$ cat config.mk
export PLATFORM = sky130hd
export DESIGN_NAME = keypad_scanner
export DESIGN_NICKNAME = d
export VERILOG_FILES = /design/src/rtl/keypad_scanner.sv
export SDC_FILE = /design/constraint.sdc
export NUM_CORES = 1
export LEC_CHECK = 0
export BUFFER_PORTS_ARGS = -buffer_cell sky130_fd_sc_hd__buf_2
export CAP_MARGIN = 20
export CELL_PAD_IN_SITES_DETAIL_PLACEMENT = 1
export CELL_PAD_IN_SITES_GLOBAL_PLACEMENT = 2
export CORE_AREA = 2 2 90 92
export CTS_BUF_LIST = sky130_fd_sc_hd__clkbuf_4 sky130_fd_sc_hd__clkbuf_8 sky130_fd_sc_hd__clkbuf_16
export CTS_CLUSTER_SIZE = 28
export DETAILED_ROUTE_END_ITERATION = 7
export DIE_AREA = 0 0 92 94
export PLACE_DENSITY = 0.69
export SLEW_MARGIN = 0
export SYNTH_ARGS = -nofsm -noshare
export SYNTH_HDL_FRONTEND = slang
export SYNTH_SLANG_ARGS = --single-unit
export TNS_END_PERCENT = 50
$ cat constraint.sdc
create_clock -name clk -period 3.2 [get_ports clk]
set_input_delay 0 -clock clk [delete_from_list [all_inputs] [get_ports clk]]
set_output_delay 0 -clock clk [all_outputs]
set_load 0.1 [all_outputs]
$ cat src/rtl/keypad_scanner.sv
// 4x4 matrix keypad scanner: column drive, row sync, debounce.
// Emits rcBits row/column code, key code and a one-cycle press strobe.
module keypad_scanner #(
  parameter int SCAN_DIV = 50000,
  parameter int DEBOUNCE = 8
) (
  input  logic       clk,
  input  logic       reset,
  input  logic [3:0] rows_n,
  output logic [3:0] cols_n,
  output logic [7:0] rcBits,
  output logic [3:0] key_code,
  output logic       key_press
);

  localparam int CW = (SCAN_DIV > 1) ? $clog2(SCAN_DIV) : 1;
  localparam int SW = $clog2(DEBOUNCE + 1);
  localparam logic [CW-1:0] CNT_MAX = CW'(SCAN_DIV - 1);
  localparam logic [SW-1:0] STAB_MAX = SW'(DEBOUNCE);

  typedef enum logic [1:0] {
    SCAN,
    DB_PRESS,
    HELD,
    DB_RELEASE
  } state_t;

  state_t state, state_n;

  logic [3:0]    sync1, sync2;
  logic [3:0]    rows_s;
  logic [3:0]    row_oh;
  logic [CW-1:0] cnt;
  logic          tick;

  logic [1:0]    col_idx, col_idx_n;
  logic [SW-1:0] stab_cnt, stab_cnt_n;
  logic [SW-1:0] stab_inc;
  logic [3:0]    lat_row, lat_row_n;
  logic [1:0]    lat_col, lat_col_n;
  logic [1:0]    row_idx;

  logic [7:0]    rc_n;
  logic [3:0]    kc_n;
  logic          kp_n;

  // Two-flop synchronizer; idles high so reset looks like "released".
  always_ff @(posedge clk) begin
    if (reset) begin
      sync1 <= 4'hF;
      sync2 <= 4'hF;
    end else begin
      sync1 <= rows_n;
      sync2 <= sync1;
    end
  end

  assign rows_s = ~sync2;

  // Isolate the lowest set row; ties between rows resolve low.
  assign row_oh = rows_s & (~rows_s + 4'd1);

  always_ff @(posedge clk) begin
    if (reset) begin
      cnt <= '0;
    end else if (tick) begin
      cnt <= '0;
    end else begin
      cnt <= cnt + CW'(1);
    end
  end

  assign tick = (cnt == CNT_MAX);

  assign cols_n = ~(4'b0001 << col_idx);

  assign stab_inc = stab_cnt + SW'(1);

  always_comb begin
    row_idx = 2'd0;
    unique case (1'b1)
      lat_row[0]: row_idx = 2'd0;
      lat_row[1]: row_idx = 2'd1;
      lat_row[2]: row_idx = 2'd2;
      lat_row[3]: row_idx = 2'd3;
      default:    row_idx = 2'd0;
    endcase
  end

  always_comb begin
    state_n    = state;
    col_idx_n  = col_idx;
    stab_cnt_n = stab_cnt;
    lat_row_n  = lat_row;
    lat_col_n  = lat_col;
    rc_n       = rcBits;
    kc_n       = key_code;
    kp_n       = 1'b0;
    if (tick) begin
      unique case (state)
        SCAN: begin
          if (row_oh != 4'd0) begin
            lat_row_n  = row_oh;
            lat_col_n  = col_idx;
            stab_cnt_n = SW'(1);
            state_n    = DB_PRESS;
          end else begin
            col_idx_n = col_idx + 2'd1;
          end
        end
        DB_PRESS: begin
          if (row_oh == lat_row) begin
            stab_cnt_n = stab_inc;
            if (stab_inc == STAB_MAX) begin
              state_n = HELD;
              rc_n    = {lat_row, 4'b0001 << lat_col};
              kc_n    = {row_idx, lat_col};
              kp_n    = 1'b1;
            end
          end else begin
            stab_cnt_n = '0;
            state_n    = SCAN;
            col_idx_n  = col_idx + 2'd1;
          end
        end
        HELD: begin
          // Another row showing up while held is ignored.
          if (row_oh == 4'd0) begin
            stab_cnt_n = SW'(1);
            state_n    = DB_RELEASE;
          end
        end
        DB_RELEASE: begin
          if (row_oh == 4'd0) begin
            stab_cnt_n = stab_inc;
            if (stab_inc == STAB_MAX) begin
              state_n   = SCAN;
              col_idx_n = col_idx + 2'd1;
              rc_n      = 8'd0;
            end
          end else begin
            stab_cnt_n = '0;
            state_n    = HELD;
          end
        end
        default: begin
          state_n = SCAN;
        end
      endcase
    end
  end

  always_ff @(posedge clk) begin
    if (reset) begin
      state     <= SCAN;
      col_idx   <= 2'd0;
      stab_cnt  <= '0;
      lat_row   <= 4'd0;
      lat_col   <= 2'd0;
      rcBits    <= 8'd0;
      key_code  <= 4'd0;
      key_press <= 1'b0;
    end else begin
      state     <= state_n;
      col_idx   <= col_idx_n;
      stab_cnt  <= stab_cnt_n;
      lat_row   <= lat_row_n;
      lat_col   <= lat_col_n;
      rcBits    <= rc_n;
      key_code  <= kc_n;
      key_press <= kp_n;
    end
  end

endmodule

==> results.json <==
{
  "post_cts_buffers": 0,
  "setup_tns_ns": 0,
  "ys_ff_latch": 51,
  "design_area_um2": 2660,
  "netlist_top_cells_count": "51 x dfxtp_1, 35 x nor2_1, 21 x nand2_1",
  "end_kind": "flip-flop",
  "synth_top_area_share_pct": 44.2,
  "relSlewSlack_pct": 56.9,
  "fp-row-count": 32,
  "die_area_um2": 8650,
  "syn-cell-area_um2": 2310,
  "drtIter0Drc": 55,
  "p_leak_nw": 1.01,
  "synth-edff-count": 0,
  "root_buffer": "clkbuf_8",
  "synth.distinct_cells": 48,
  "yosysTopAreaCell": "dfxtp_1",
  "dpl_cell_area_um2": 2520,
  "viasPerCell": 4.75,
  "synth_ff_type": "dfxtp_1",
  "cp_max_fo": 11,
  "final_util_pct": 35.0,
  "wl_per_cell_um": 12.8,
  "maxCapViolations": 0,
  "die_x_um": 92,
  "p_per_area_nw_per_um2": 411,
  "wirelength_um": 5020,
  "seq_area_frac_synth_pct": 44.2,
  "antenna_found_initial": 0,
  "rsz0062_at_grt": "false",
  "cts.sinks": 51,
  "worst_slew_pin_slew_ns": 0.647,
  "drcViolationCount": 0,
  "path_class": "flip-flop to flip-flop",
  "detailed_place_hpwl_um": 3620,
  "grt_max_degree": 37,
  "hold_class": "input pin to flip-flop",
  "period_share_pct": 78.4,
  "ant_nets": 0,
  "cts_tree": "yes",
  "ir_drop_mv": 0.170,
  "synth_top_family_by_area": "simple AND/OR/NAND/NOR gates",
  "final_cells": 392,
  "crit_arrival_ns": 2.75,
  "async_flop_share_pct": 0,
  "ys_warn_count": 0,
  "yosysMostFrequentCell": "dfxtp_1",
  "skew_ns": 0.00752,
  "core-area_um2": 7610,
  "required_ns": 3.44,
  "area_growth_pct": 15.2,
  "period_needed_ns": 2.51,
  "slew_viol_final": 0,
  "htreeDepth": 2,
  "synth_nets": 279,
  "grt_pass1_wl_um": 8670,
  "syn_inst": 263,
  "place_inst": 380,
  "track_usage_pct": 12.5,
  "die_height_um": 94,
  "critPathLaunchType": "flip-flop",
  "yosys.area_share.xor_xnor_pct": 5.68,
  "cts.clk_slew.worst_paths_ns": 0.09,
  "num_vias": 1861,
  "top_level_ports": 23,
  "insertedDiodeCount": 0,
  "cts_buffers": 5,
  "max_freq_mhz": 399,
  "finalHoldViolations": 0,
  "insertion_delay_ns": 0.30,
  "synthTopCellsByArea": "dfxtp_1 44%, nor2_1 5.7%, ha_1 5.4%, a21oi_1 4.1%, nand2_1 3.4%",
  "synth_compound_area_share_pct": 10.0,
  "finalSetupViolations": 0,
  "avgSynthCellArea_um2": 8.79,
  "firstDrtPassIters": 4,
  "fin_nets": 305,
  "yosys.area_share.simple_pct": 28.5,
  "drive_gt1_share_pct": 15.9,
  "port_buffers": 22,
  "clk_path_buf_depth": 2,
  "grt_pass1_vias": 1778,
  "muxShareOfSynthArea_pct": 2.16,
  "start_util_pct": 30.4,
  "synth_fa_ha_area_share_pct": 5.41,
  "place_congestion": 0.712,
  "status": "finished, final reports clean",
  "overflow": 0
}
[worst max-delay path, cell delays in order (launching register included)]
cell	delay [ns]
dfxtp_1	0.39
or4b_4	0.55
nor4_4	0.32
nand2_2	0.12
a221o_1	0.42
or4b_1	0.50
a21oi_1	0.14
[stage by stage]
step / hold WS, ns / setup WS (ns) / total power, mW
floorplan: 0.104 / 0.883 / 0.687
global placement: 0.181 / 0.718 / 0.698
detailed placement: 0.188 / 0.679 / 0.698
CTS: 0.206 / 0.675 / 1.12
global route: 0.229 / 0.494 / 1.15
finish: 0.205 / 0.691 / 1.09
[where the power goes]
group / internal, mW / switching (mW) / leakage (nW)
Sequential: 0.642 / 0.00613 / 0.413
Clock: 0.197 / 0.212 / 0.0505
Combinational: 0.0161 / 0.0217 / 0.548
[path summary, 6_finish.rpt]
path                end     start  cells past startpoint  slack (ns)
min          lat_row[2]     reset                      2        0.20
min reg2reg    sync2[3]  sync1[3]                      1        0.42
max reg2reg   rcBits[1]   cnt[10]                      6        0.69
max           rcBits[1]   cnt[10]                      6        0.69
[cell type report]
type / instances / area, um^2
fill: 916 / 4940
clock buffer: 7 / 96.3
sequential: 51 / 1020
multi-input combinational: 189 / 1200
inverter: 15 / 56.3
tap: 102 / 128
timing repair buffer: 27 / 158
clock inverter: 1 / 7.51
[cell families after synthesis]
family | count (synthesis)
AO/OA/AOI/OAI | 38
adder cells (fa/ha/maj) | 10
XOR/XNOR | 15
flip-flops | 51
buffers and inverters | 23
AND/OR/NAND/NOR | 121
multiplexers | 5
[placed cells by master (no fill, tap or decap), types with 2 or more instances in the layout]
cell	Yosys	routed
a21oi_1	19	19
dlygate4sd3_1	0	4
and3_1	3	3
nor3_1	6	6
clkbuf_8	0	7
buf_2	0	22
nor4_1	3	3
o211ai_1	2	2
mux2i_1	5	5
or4b_1	2	2
nand4_1	6	6
nor2_1	35	35
and3b_1	2	2
o21ai_0	4	4
dfxtp_1	51	51
nand4bb_1	3	3
inv_1	15	15
or3_1	3	3
or2_2	10	10
xor2_1	9	9
nand3_1	15	15
ha_1	10	10
xnor2_1	6	6
nand2_1	21	21
[sequential cells by signal (all words and copies together), names as in the netlist]
name       count
rcBits         8
key_code       4
lat_col        2
col_idx        2
lat_row        4
stab_cnt       4
sync2          4
key_press      1
state          2
sync1          4
cnt           16
[per-layer routing]
metal	vias to the layer above	part of all wire [%]	track usage, %
li1	962	-	-
met1	869	53	18.3
met2	25	42	18.3
met3	5	2.9	2.41
met4	0	1.4	4.10
met5	-	0	0
[repair_timing]
action / CTS / global route
gates resized for setup: 0 / 0
hold buffers: 4 / 0
hold endpoints to repair: 4 / 0
(Power assumes the default switching activity.)
